`config.mk`:
```
export PLATFORM = sky130hd
export DESIGN_NAME = alu_cntrl_seq_flat
export DESIGN_NICKNAME = d
export VERILOG_FILES = /design/src/rtl/alu_cntrl_pkg.sv /design/src/rtl/alu_cntrl_seq_if.sv /design/src/rtl/alu_cntrl_dec.sv /design/src/rtl/alu_cntrl_seq.sv /design/src/flat_wrapper.sv
export SDC_FILE = /design/constraint.sdc
export NUM_CORES = 1
export LEC_CHECK = 0
export BUFFER_PORTS_ARGS = -buffer_cell sky130_fd_sc_hd__buf_4
export CAP_MARGIN = 30
export CORE_MARGIN = 5
export CORE_UTILIZATION = 35
export DETAILED_ROUTE_END_ITERATION = 8
export MAX_ROUTING_LAYER = met4
export PLACE_DENSITY_LB_ADDON = 0.2
export SYNTH_ARGS = -nofsm -noshare
export SYNTH_HDL_FRONTEND = slang
export SYNTH_SLANG_ARGS = --single-unit
```
`constraint.sdc`:
```
create_clock -name clk -period 3.15 [get_ports clk]
set_input_delay 0.4725 -clock clk [delete_from_list [all_inputs] [get_ports clk]]
set_output_delay 0.4725 -clock clk [all_outputs]
set_load 0.02 [all_outputs]
```
`src/rtl/alu_cntrl_pkg.sv`:
```
// Shared types for the registered ALU control stage: ALU op encodings,
// opcode/funct constants, FSM states and the decoded control bundle.
package alu_cntrl_pkg;

    typedef enum logic [2:0] {
        ALU_ROL = 3'b000,
        ALU_SLL = 3'b001,
        ALU_ROR = 3'b010,
        ALU_SRL = 3'b011,
        ALU_ADD = 3'b100,
        ALU_OR  = 3'b101,
        ALU_XOR = 3'b110,
        ALU_AND = 3'b111
    } aluOp_t;

    // Opcodes
    localparam logic [4:0] OPC_ADDI  = 5'b01000;
    localparam logic [4:0] OPC_SUBI  = 5'b01001;
    localparam logic [4:0] OPC_XORI  = 5'b01010;
    localparam logic [4:0] OPC_ANDNI = 5'b01011;
    localparam logic [4:0] OPC_ST    = 5'b10000;
    localparam logic [4:0] OPC_LD    = 5'b10001;
    localparam logic [4:0] OPC_STU   = 5'b10011;
    localparam logic [4:0] OPC_ROLI  = 5'b10100;
    localparam logic [4:0] OPC_SLLI  = 5'b10101;
    localparam logic [4:0] OPC_RORI  = 5'b10110;
    localparam logic [4:0] OPC_SRLI  = 5'b10111;
    localparam logic [4:0] OPC_MUL   = 5'b11000;
    localparam logic [4:0] OPC_SHIFT = 5'b11010;
    localparam logic [4:0] OPC_RTYPE = 5'b11011;
    localparam logic [4:0] OPC_SEQ   = 5'b11100;
    localparam logic [4:0] OPC_SLT   = 5'b11101;
    localparam logic [4:0] OPC_SLE   = 5'b11110;
    localparam logic [4:0] OPC_SCO   = 5'b11111;

    // R-type function field
    localparam logic [1:0] FN_ADD  = 2'b00;
    localparam logic [1:0] FN_SUB  = 2'b01;
    localparam logic [1:0] FN_XOR  = 2'b10;
    localparam logic [1:0] FN_ANDN = 2'b11;

    typedef enum logic {
        ST_IDLE = 1'b0,
        ST_MUL  = 1'b1
    } state_t;

    typedef struct packed {
        aluOp_t aluOp;
        logic   invA;
        logic   invB;
        logic   Cin;
        logic   sign;
        logic   rorSel;
        logic   noAlu;
    } ctrl_t;

    // Shift/rotate selector (funct or opcode low bits) to controls.
    function automatic ctrl_t shiftCtrl(input logic [1:0] sel);
        ctrl_t c;
        c        = '0;
        c.aluOp  = aluOp_t'({1'b0, sel});
        c.rorSel = (sel == 2'b10);
        return c;
    endfunction

endpackage

```
`src/rtl/alu_cntrl_seq_if.sv`:
```
// ID -> EX handshake and ALU control bus of the registered control stage.
import alu_cntrl_pkg::*;

interface alu_cntrl_seq_if;
    logic       inValid;
    logic       inReady;
    logic [4:0] opCode;
    logic [1:0] funct;
    logic       stall;
    logic       flush;
    logic       outValid;
    aluOp_t     aluOp;
    logic       invA;
    logic       invB;
    logic       Cin;
    logic       sign;
    logic       rorSel;
    logic       noAlu;
    logic       mulStep;
    logic       mulFirst;
    logic       mulLast;

    // Driver side (ID stage / pipeline control).
    modport master (
        output inValid, opCode, funct, stall, flush,
        input  inReady, outValid, aluOp, invA, invB, Cin, sign, rorSel, noAlu,
               mulStep, mulFirst, mulLast
    );

    // Control stage side.
    modport slave (
        input  inValid, opCode, funct, stall, flush,
        output inReady, outValid, aluOp, invA, invB, Cin, sign, rorSel, noAlu,
               mulStep, mulFirst, mulLast
    );
endinterface

```
`src/rtl/alu_cntrl_dec.sv`:
```
// Pure combinational decode of opCode/funct into the ALU control bundle.
import alu_cntrl_pkg::*;

module alu_cntrl_dec #(
    parameter bit MULT_EN = 1'b1
) (
    input  logic [4:0] opCode,
    input  logic [1:0] funct,
    output ctrl_t      ctrl,
    output logic       isMul
);

    // Decode table; anything not listed is a non-ALU instruction.
    always_comb begin
        // NOTE: every output gets a default first so no path leaves one unassigned (no latch).
        ctrl       = '0;
        ctrl.aluOp = ALU_ADD;
        isMul      = 1'b0;
        case (opCode)
            OPC_RTYPE: begin
                case (funct)
                    FN_ADD:  ctrl.sign = 1'b1;
                    FN_SUB:  begin
                        ctrl.invA = 1'b1;
                        ctrl.Cin  = 1'b1;
                        ctrl.sign = 1'b1;
                    end
                    FN_XOR:  ctrl.aluOp = ALU_XOR;
                    default: begin
                        ctrl.aluOp = ALU_AND;
                        ctrl.invB  = 1'b1;
                    end
                endcase
            end
            OPC_ADDI, OPC_ST, OPC_LD, OPC_STU: ctrl.sign = 1'b1;
            OPC_SUBI: begin
                // B - A: invert A and add one.
                ctrl.invA = 1'b1;
                ctrl.Cin  = 1'b1;
                ctrl.sign = 1'b1;
            end
            OPC_XORI:  ctrl.aluOp = ALU_XOR;
            OPC_ANDNI: begin
                ctrl.aluOp = ALU_AND;
                ctrl.invB  = 1'b1;
            end
            OPC_SEQ, OPC_SLT, OPC_SLE: begin
                // Compares compute A - B.
                ctrl.invB = 1'b1;
                ctrl.Cin  = 1'b1;
                ctrl.sign = 1'b1;
            end
            OPC_SCO:   ctrl.sign = 1'b0;
            OPC_SHIFT: ctrl = shiftCtrl(funct);
            OPC_ROLI, OPC_SLLI, OPC_RORI, OPC_SRLI: ctrl = shiftCtrl(opCode[1:0]);
            OPC_MUL: begin
                if (MULT_EN) begin
                    isMul = 1'b1;
                end else begin
                    ctrl.noAlu = 1'b1;
                end
            end
            default: ctrl.noAlu = 1'b1;
        endcase
    end

endmodule

```
`src/rtl/alu_cntrl_seq.sv`:
```
// Registered ALU control stage between ID and EX: decode, EX register,
// valid/ready handshake with stall/flush, and a multi-cycle MUL sequencer.
import alu_cntrl_pkg::*;

module alu_cntrl_seq #(
    parameter int N       = 16,
    parameter bit MULT_EN = 1'b1,
    parameter int ITER    = N,
    parameter int CNT_W   = $clog2(ITER)
) (
    input logic           clk,
    input logic           rst,
    alu_cntrl_seq_if.slave bus
);

    localparam logic [CNT_W-1:0] LAST = CNT_W'(ITER - 1);

    state_t           state, stateNext;
    logic [CNT_W-1:0] cnt, cntNext;
    ctrl_t            ctrlQ, ctrlNext;
    logic             outValidQ, outValidNext;
    logic             mulStepQ, mulStepNext;
    logic             mulFirstQ, mulFirstNext;
    logic             mulLastQ, mulLastNext;

    ctrl_t            decCtrl;
    logic             decIsMul;
    logic             accept;

    alu_cntrl_dec #(.MULT_EN(MULT_EN)) uDec (
        .opCode (bus.opCode),
        .funct  (bus.funct),
        .ctrl   (decCtrl),
        .isMul  (decIsMul)
    );

    // Ready only when idle and not held; flush kills the accept that cycle.
    assign bus.inReady = !bus.stall && (state == ST_IDLE);
    assign accept      = bus.inValid && bus.inReady && !bus.flush;

    // Next-state and next-output logic; flush beats stall, stall holds everything.
    always_comb begin
        stateNext    = state;
        cntNext      = cnt;
        ctrlNext     = ctrlQ;
        outValidNext = outValidQ;
        mulStepNext  = mulStepQ;
        mulFirstNext = mulFirstQ;
        mulLastNext  = mulLastQ;
        if (bus.flush) begin
            stateNext    = ST_IDLE;
            cntNext      = '0;
            ctrlNext     = '0;
            outValidNext = 1'b0;
            mulStepNext  = 1'b0;
            mulFirstNext = 1'b0;
            mulLastNext  = 1'b0;
        end else if (!bus.stall) begin
            case (state)
                ST_IDLE: begin
                    cntNext      = '0;
                    ctrlNext     = '0;
                    outValidNext = 1'b0;
                    mulStepNext  = 1'b0;
                    mulFirstNext = 1'b0;
                    mulLastNext  = 1'b0;
                    if (accept) begin
                        ctrlNext     = decCtrl;
                        outValidNext = 1'b1;
                        if (decIsMul) begin
                            stateNext    = ST_MUL;
                            mulStepNext  = 1'b1;
                            mulFirstNext = 1'b1;
                        end
                    end
                end
                default: begin
                    if (cnt == LAST) begin
                        // Final step done: one bubble before the next accept.
                        stateNext    = ST_IDLE;
                        cntNext      = '0;
                        ctrlNext     = '0;
                        outValidNext = 1'b0;
                        mulStepNext  = 1'b0;
                        mulFirstNext = 1'b0;
                        mulLastNext  = 1'b0;
                    end else begin
                        cntNext      = cnt + CNT_W'(1);
                        mulFirstNext = 1'b0;
                        mulLastNext  = (cntNext == LAST);
                    end
                end
            endcase
        end
    end

    // EX register, FSM state and iteration counter.
    always_ff @(posedge clk or posedge rst) begin
        if (rst) begin
            state     <= ST_IDLE;
            cnt       <= '0;
            ctrlQ     <= '0;
            outValidQ <= 1'b0;
            mulStepQ  <= 1'b0;
            mulFirstQ <= 1'b0;
            mulLastQ  <= 1'b0;
        end else begin
            // NOTE: non-blocking so every register samples the pre-edge values.
            state     <= stateNext;
            cnt       <= cntNext;
            ctrlQ     <= ctrlNext;
            outValidQ <= outValidNext;
            mulStepQ  <= mulStepNext;
            mulFirstQ <= mulFirstNext;
            mulLastQ  <= mulLastNext;
        end
    end

    assign bus.outValid = outValidQ;
    assign bus.aluOp    = ctrlQ.aluOp;
    assign bus.invA     = ctrlQ.invA;
    assign bus.invB     = ctrlQ.invB;
    assign bus.Cin      = ctrlQ.Cin;
    assign bus.sign     = ctrlQ.sign;
    assign bus.rorSel   = ctrlQ.rorSel;
    assign bus.noAlu    = ctrlQ.noAlu;
    assign bus.mulStep  = mulStepQ;
    assign bus.mulFirst = mulFirstQ;
    assign bus.mulLast  = mulLastQ;

endmodule

```
`src/flat_wrapper.sv`:
```
// flat-port wrapper written by rule: the top's interface ports become plain ports
module alu_cntrl_seq_flat 
#(
    parameter int N       = 16,
    parameter bit MULT_EN = 1'b1,
    parameter int ITER    = N,
    parameter int CNT_W   = $clog2(ITER)
)
  (clk, rst, bus_inValid, bus_opCode, bus_funct, bus_stall, bus_flush, bus_inReady, bus_outValid, bus_aluOp, bus_invA, bus_invB, bus_Cin, bus_sign, bus_rorSel, bus_noAlu, bus_mulStep, bus_mulFirst, bus_mulLast);
  alu_cntrl_seq_if bus_i ();
  input logic clk;
  input logic rst;
  input wire logic [$bits(bus_i.inValid)-1:0] bus_inValid;
  input wire logic [$bits(bus_i.opCode)-1:0] bus_opCode;
  input wire logic [$bits(bus_i.funct)-1:0] bus_funct;
  input wire logic [$bits(bus_i.stall)-1:0] bus_stall;
  input wire logic [$bits(bus_i.flush)-1:0] bus_flush;
  output wire logic [$bits(bus_i.inReady)-1:0] bus_inReady;
  output wire logic [$bits(bus_i.outValid)-1:0] bus_outValid;
  output wire logic [$bits(bus_i.aluOp)-1:0] bus_aluOp;
  output wire logic [$bits(bus_i.invA)-1:0] bus_invA;
  output wire logic [$bits(bus_i.invB)-1:0] bus_invB;
  output wire logic [$bits(bus_i.Cin)-1:0] bus_Cin;
  output wire logic [$bits(bus_i.sign)-1:0] bus_sign;
  output wire logic [$bits(bus_i.rorSel)-1:0] bus_rorSel;
  output wire logic [$bits(bus_i.noAlu)-1:0] bus_noAlu;
  output wire logic [$bits(bus_i.mulStep)-1:0] bus_mulStep;
  output wire logic [$bits(bus_i.mulFirst)-1:0] bus_mulFirst;
  output wire logic [$bits(bus_i.mulLast)-1:0] bus_mulLast;
  assign bus_i.inValid = bus_inValid;
  assign bus_i.opCode = bus_opCode;
  assign bus_i.funct = bus_funct;
  assign bus_i.stall = bus_stall;
  assign bus_i.flush = bus_flush;
  assign bus_inReady = bus_i.inReady;
  assign bus_outValid = bus_i.outValid;
  assign bus_aluOp = bus_i.aluOp;
  assign bus_invA = bus_i.invA;
  assign bus_invB = bus_i.invB;
  assign bus_Cin = bus_i.Cin;
  assign bus_sign = bus_i.sign;
  assign bus_rorSel = bus_i.rorSel;
  assign bus_noAlu = bus_i.noAlu;
  assign bus_mulStep = bus_i.mulStep;
  assign bus_mulFirst = bus_i.mulFirst;
  assign bus_mulLast = bus_i.mulLast;
  alu_cntrl_seq #(.N(N), .MULT_EN(MULT_EN), .ITER(ITER), .CNT_W(CNT_W)) u_core (.clk(clk), .rst(rst), .bus(bus_i));
endmodule
```
# Word-level counts from Yosys, hierarchy flattened

Cells that the tools add are included.

Register bits after elaboration: 18
Word-level logic and storage cells: 96

$add $sub $neg: 1
Equality and inequality tests: 25
Muxes and demuxes: 42
Bitwise logic cells: 1
Reductions and logical operators: 14

Operator list:

| operator                                                              | count |
|---|---|
| 5-bit equality test, second input constant                            | 14 |
| 9-bit 2-to-1 mux                                                      | 5 |
| 1-bit 2-to-1 mux                                                      | 26 |
| 5-bit by 4-bit equality test with 1-bit output, second input constant | 4 |
| 18-bit OR reduction                                                   | 1 |
| 4-bit 2-to-1 mux                                                      | 4 |
| 3-bit one-hot mux with 5 select lines                                 | 1 |
| 4-bit OR reduction                                                    | 3 |
| 1-bit one-hot mux with 2 select lines                                 | 5 |
| 4-bit equality test, second input constant                            | 2 |
| 8-bit OR reduction                                                    | 1 |
| 4-bit by 1-bit adder with 4-bit output, second input constant         | 1 |
| 2-bit equality test, second input constant                            | 2 |
| 2-bit one-hot mux with 2 select lines                                 | 1 |
| 1-bit logical AND                                                     | 3 |
| 3-bit != test, second input constant                                  | 1 |
| 3-bit OR reduction                                                    | 1 |
| 2-bit by 1-bit equality test with 1-bit output, second input constant | 1 |
| 1-bit logical NOT                                                     | 2 |
| 2-bit logical NOT                                                     | 1 |
| 2-bit by 1-bit != test with 1-bit output, second input constant       | 1 |
| 2-bit AND reduction                                                   | 1 |
| 2-bit OR reduction                                                    | 1 |
| 1-bit inverter                                                        | 1 |

# Longest topological paths before layout

Depth in word-level cells: 8
Gate-level depth with buffers: 6
Depth with buffers taken out: 5

# By module

A second synthesis with hierarchy kept.

Cell total of the unflattened synthesis: 109
Area, all modules: 1121.1 µm²

Modules (own cells, without submodules):

| module        | times used | cells an instance | area each (µm²) | sequential area each (µm²) |
|---|---|---|---|---|
| alu_cntrl_seq | 1          | 67                | 825.8           | 450.4 |
| alu_cntrl_dec | 1          | 42                | 295.3           | 0.0 |

# Worst setup path before layout

Ideal clock, no wire load.

Kind: input to register
From: in bus_stall
To: reg u_core.ctrlQ, in the netlist u_core.bus.sign
Arrival time: 1426 ps
Required time: 3084 ps
Setup slack: 1659 ps
Stages on the path: 5
Cell sequence: buf_4 > nor2_1 > nand3b_1 > a211oi_1 > a22o_1

Cells in the longest elaborated chain, start to end: 8

RTL lines:

| what                           | line                 | source |
|---|---|---|
| start: declaration             | flat_wrapper.sv:16   | `input wire logic [$bits(bus_i.stall)-1:0] bus_stall;` |
| 1-bit logical NOT              | alu_cntrl_seq.sv:38  | `assign bus.inReady = !bus.stall && (state == ST_IDLE);` |
| 1-bit logical AND              | alu_cntrl_seq.sv:38  |  |
| named net bus_inReady          | flat_wrapper.sv:18   | `output wire logic [$bits(bus_i.inReady)-1:0] bus_inReady;` |
| 1-bit logical AND (2 in a row) | alu_cntrl_seq.sv:39  | `assign accept = bus.inValid && bus.inReady && !bus.flush;` |
| 9-bit 2-to-1 mux               | alu_cntrl_seq.sv:67  | `if (accept) begin` |
| 9-bit 2-to-1 mux               | alu_cntrl_seq.sv:59  | `case (state)` |
| 9-bit 2-to-1 mux               | alu_cntrl_seq.sv:58  | `end else if (!bus.stall) begin` |
| 9-bit 2-to-1 mux               | alu_cntrl_seq.sv:50  | `if (bus.flush) begin` |
| end signal: assignment         | alu_cntrl_seq.sv:111 | `ctrlQ <= ctrlNext;` |
| end: declaration               | alu_cntrl_seq.sv:20  | `ctrl_t ctrlQ, ctrlNext;` |

The timed path passes the listed nets, and every way through them passes these cells. The select of a mux whose other input is x is not followed.
A chain may end at the register's enable or synchronous reset.

# Final worst setup path

From: reg u_core.cnt[0]
To: reg u_core.state

Cells in the longest elaborated chain, start to end: 5

RTL lines:

| what                     | line                 | source |
|---|---|---|
| start: declaration       | alu_cntrl_seq.sv:19  | `logic [CNT_W-1:0] cnt, cntNext;` |
| start signal: assignment | alu_cntrl_seq.sv:110 | `cnt <= cntNext;` |
| 4-bit equality test      | alu_cntrl_seq.sv:78  | `if (cnt == LAST) begin` |
| 1-bit 2-to-1 mux         | alu_cntrl_seq.sv:78  |  |
| 1-bit 2-to-1 mux         | alu_cntrl_seq.sv:59  |  |
| 1-bit 2-to-1 mux         | alu_cntrl_seq.sv:58  |  |
| 1-bit 2-to-1 mux         | alu_cntrl_seq.sv:50  |  |
| end signal: assignment   | alu_cntrl_seq.sv:109 | `state <= stateNext;` |
| end: declaration         | alu_cntrl_seq.sv:18  | `state_t state, stateNext;` |

Every way passes these cells. The select of a mux whose other input is x is not followed.

==> impl_metrics.json <==
{
  "ys_ff_latch": 18,
  "p_per_area_nw_per_um2": 355.0,
  "synth_top_flop_cell": "dfrtp_1",
  "drtPass1Iterations": 5,
  "fmax_mhz": 561.8,
  "grt_pass1_vias": 928,
  "die_area_um2": 4288,
  "grtUsageMet3_pct": 2.222,
  "antenna_left": 0,
  "place_hpwl_mm": 1.812,
  "max-vdd-ir-drop_v": 0.0001050,
  "swShare_pct": 26.50,
  "synth_nets": 124,
  "syn-cell-area_um2": 1077,
  "reg2reg_to": "u_core.state",
  "grt_overflow": 0,
  "ff2ff_setup_slack_ns": 1.37,
  "status": "completed",
  "critical_path_cell_count": 5,
  "worst_setup_path_end_kind": "register",
  "path_class": "reg2reg",
  "wl_per_cell_um": 14.44,
  "n_antenna_cell": 0,
  "startpoint_type": "register",
  "cp_top_family": "simple AND/OR/NAND/NOR gates",
  "fin_nets": 147,
  "slowest_stage": "nor2_1",
  "syn_inst": 110,
  "fin_crit_ns": 1.780,
  "yosysWarnings": 0,
  "maxSlewViolCount": 0,
  "via_per_inst": 5.527,
  "drive_gt1_share_pct": 27.27,
  "cts_num_sinks": 18,
  "tightest_slew_ns": 0.7624,
  "fin_ws_ns": 1.370,
  "clk_pin_slew_ns": 0.10,
  "synth_seq_area_share_pct": 41.81,
  "via_count": 912,
  "cts_hold_buf": 0,
  "grt_max_degree": 19,
  "hp-class": "in2async",
  "clk_latency_ns": 0.29,
  "pwr-share-clk_pct": 30.9,
  "internal_power_mw": 0.3366,
  "cts_max_level": 1,
  "met1_usage_pct": 14.29,
  "cts_root_buf": "clkbuf_4",
  "drt-total-wl_mm": 2.383,
  "gp_congestion": 0.8181,
  "cts_tree": "built",
  "rsz0062_at_grt": "false",
  "track_usage_pct": 12.63,
  "maxSlewHeadroom_pct": 48.99,
  "critPathBufInv": 0,
  "crit-reg2reg-launch": "u_core.cnt[0]",
  "cts_made_buffers": 3,
  "clockBufferDepth": 2,
  "async_flop_share_pct": 100.0,
  "seqPwrFrac_pct": 52.7,
  "period_share_pct": 56.51,
  "arrival_ns": 2.02,
  "p_sw_mw": 0.1214,
  "start_util_pct": 35.87,
  "die_height_um": 65.48,
  "grt_pass1_wl_mm": 4.036,
  "die_w_um": 65.48,
  "crit_chain": "ha_1 > nand3_1 > a21oi_1 > nor2_1 > o32a_2",
  "io_buffers": 25,
  "combPwrFrac_pct": 16.4,
  "core_um2": 3003,
  "r2r_cells": 5,
  "cp_max_fo": 12,
  "met2_usage_pct": 21.49,
  "cp_slowest_stage_delay_ns": 0.59,
  "yosysUniqueCellTypes": 42,
  "p_leak_nw": 0.6395,
  "setup_tns_ns": 0,
  "antenna_found_initial": 0,
  "rows": 20,
  "cts_setup_buffers": 0,
  "setup_viol": 0,
  "drt_iter0_drc": 75,
  "drc": 0,
  "grt.busiest_layer": "met2",
  "skew_ns": 0.001329,
  "dp_slack_ns": 1.335,
  "crit_path_start": "u_core.cnt[0]",
  "area_growth_pct": 19.74,
  "required_ns": 3.39,
  "drv_cap": 0,
  "synth_edf_count": 0,
  "avgSynthCellArea_um2": 9.793,
  "finalHoldViolCount": 0,
  "cts_resized": 0,
  "ioPinCount": 26,
  "endpoint": "u_core.state"
}
layout make-up:
cell class	count	area [um^2]
repair buffers	25	187.7
multi-input cells	81	559.3
inverters	4	15.01
clock buffers	4	36.28
flip-flops and latches	18	450.4
fillers	315	1713
well taps	33	41.29
Yosys cell counts, drive strengths merged (4+ instances only):
master  number  share of area, %
a22o         4               3.3
nor2         7               2.4
buf          7               4.9
inv          4               1.4
o21ai        4               1.9
nand3        4               1.9
a21oi        7               3.3
nand2       12               4.4
nor2b        4               2.3
dfrtp       18                42
a21o         5               3.8
logic make-up (layout without fill, tap and decap cells):
family                   Yosys count  in the layout  synth area share (%)
AO/OA/AOI/OAI                     33             33                 22.18
AND/OR/NAND/NOR                   43             43                 24.86
flip-flops                        18             18                 41.81
XOR/XNOR                           2              2                 1.626
adder cells (fa/ha/maj)            2              2                 2.323
buffers and inverters             11             33                 6.270
multiplexers                       1              1                0.9292
cells in the final DEF (no fill, tap or decap), drive strengths merged, types with 2 or more instances in the layout:
cell type,instances
buf,25
dfrtp,18
nand2,12
a21oi,7
nor2,7
a21o,5
inv,4
nand3,4
o21ai,4
nor2b,4
a22o,4
clkbuf,4
nand4,2
nor3b,2
nand2b,2
o22ai,2
a32o,2
xor2,2
ha,2
worst register-to-register path: stages (launching register included):
cell     delay (ns)
dfrtp_1        0.42
ha_1           0.25
nand3_1        0.12
a21oi_1        0.07
nor2_1         0.59
o32a_2         0.28
worst min-delay path by stage:
stage / start / end
2_1_floorplan: rst / u_core.bus.Cin
3_3_place_gp: u_core.bus.rorSel / u_core.bus.rorSel
3_5_place_dp: u_core.bus.mulLast / u_core.bus.mulLast
4_1_cts: rst / u_core.cnt[3]
5_1_grt: rst / u_core.state
6_report: rst / u_core.bus.noAlu
metal layers:
metal  wire length [um]  part of all wire, %
met1               1008                   42
met2               1257                   53
met3                 97                  4.1
met4                 19                 0.80
met5                  0                    0
flip-flops by register name (all words and copies together) (netlist names):
signal               count
u_core.bus.Cin           1
u_core.bus.aluOp         3
u_core.bus.invA          1
u_core.bus.invB          1
u_core.bus.mulFirst      1
u_core.bus.mulLast       1
u_core.bus.mulStep       1
u_core.bus.noAlu         1
u_core.bus.outValid      1
u_core.bus.rorSel        1
u_core.bus.sign          1
u_core.cnt               4
u_core.state             1
power groups by stage:
stage,clock network (mW),registers [mW],logic (mW)
4_1_cts,0.147,0.241,0.0760
3_3_place_gp,0,0.246,0.0751
3_5_place_dp,0,0.246,0.0759
5_1_grt,0.159,0.242,0.0834
2_1_floorplan,0,0.247,0.0485
6_report,0.142,0.241,0.0750
per-stage QoR:
step                instances  utilization, %  power (mW)  instance area [um^2]  hold WS, ns
floorplan                 110               -      0.2958                  1077       0.4111
global placement          161           41.75      0.3210                  1254       0.4711
detailed placement        161           41.75      0.3219                  1254       0.4724
CTS                       165           42.96      0.4646                  1290       0.3085
global route              165           42.96      0.4842                  1290       0.3511
finish                    165           42.96      0.4580                  1290       0.2867
Power figures use the tool's default switching activity.
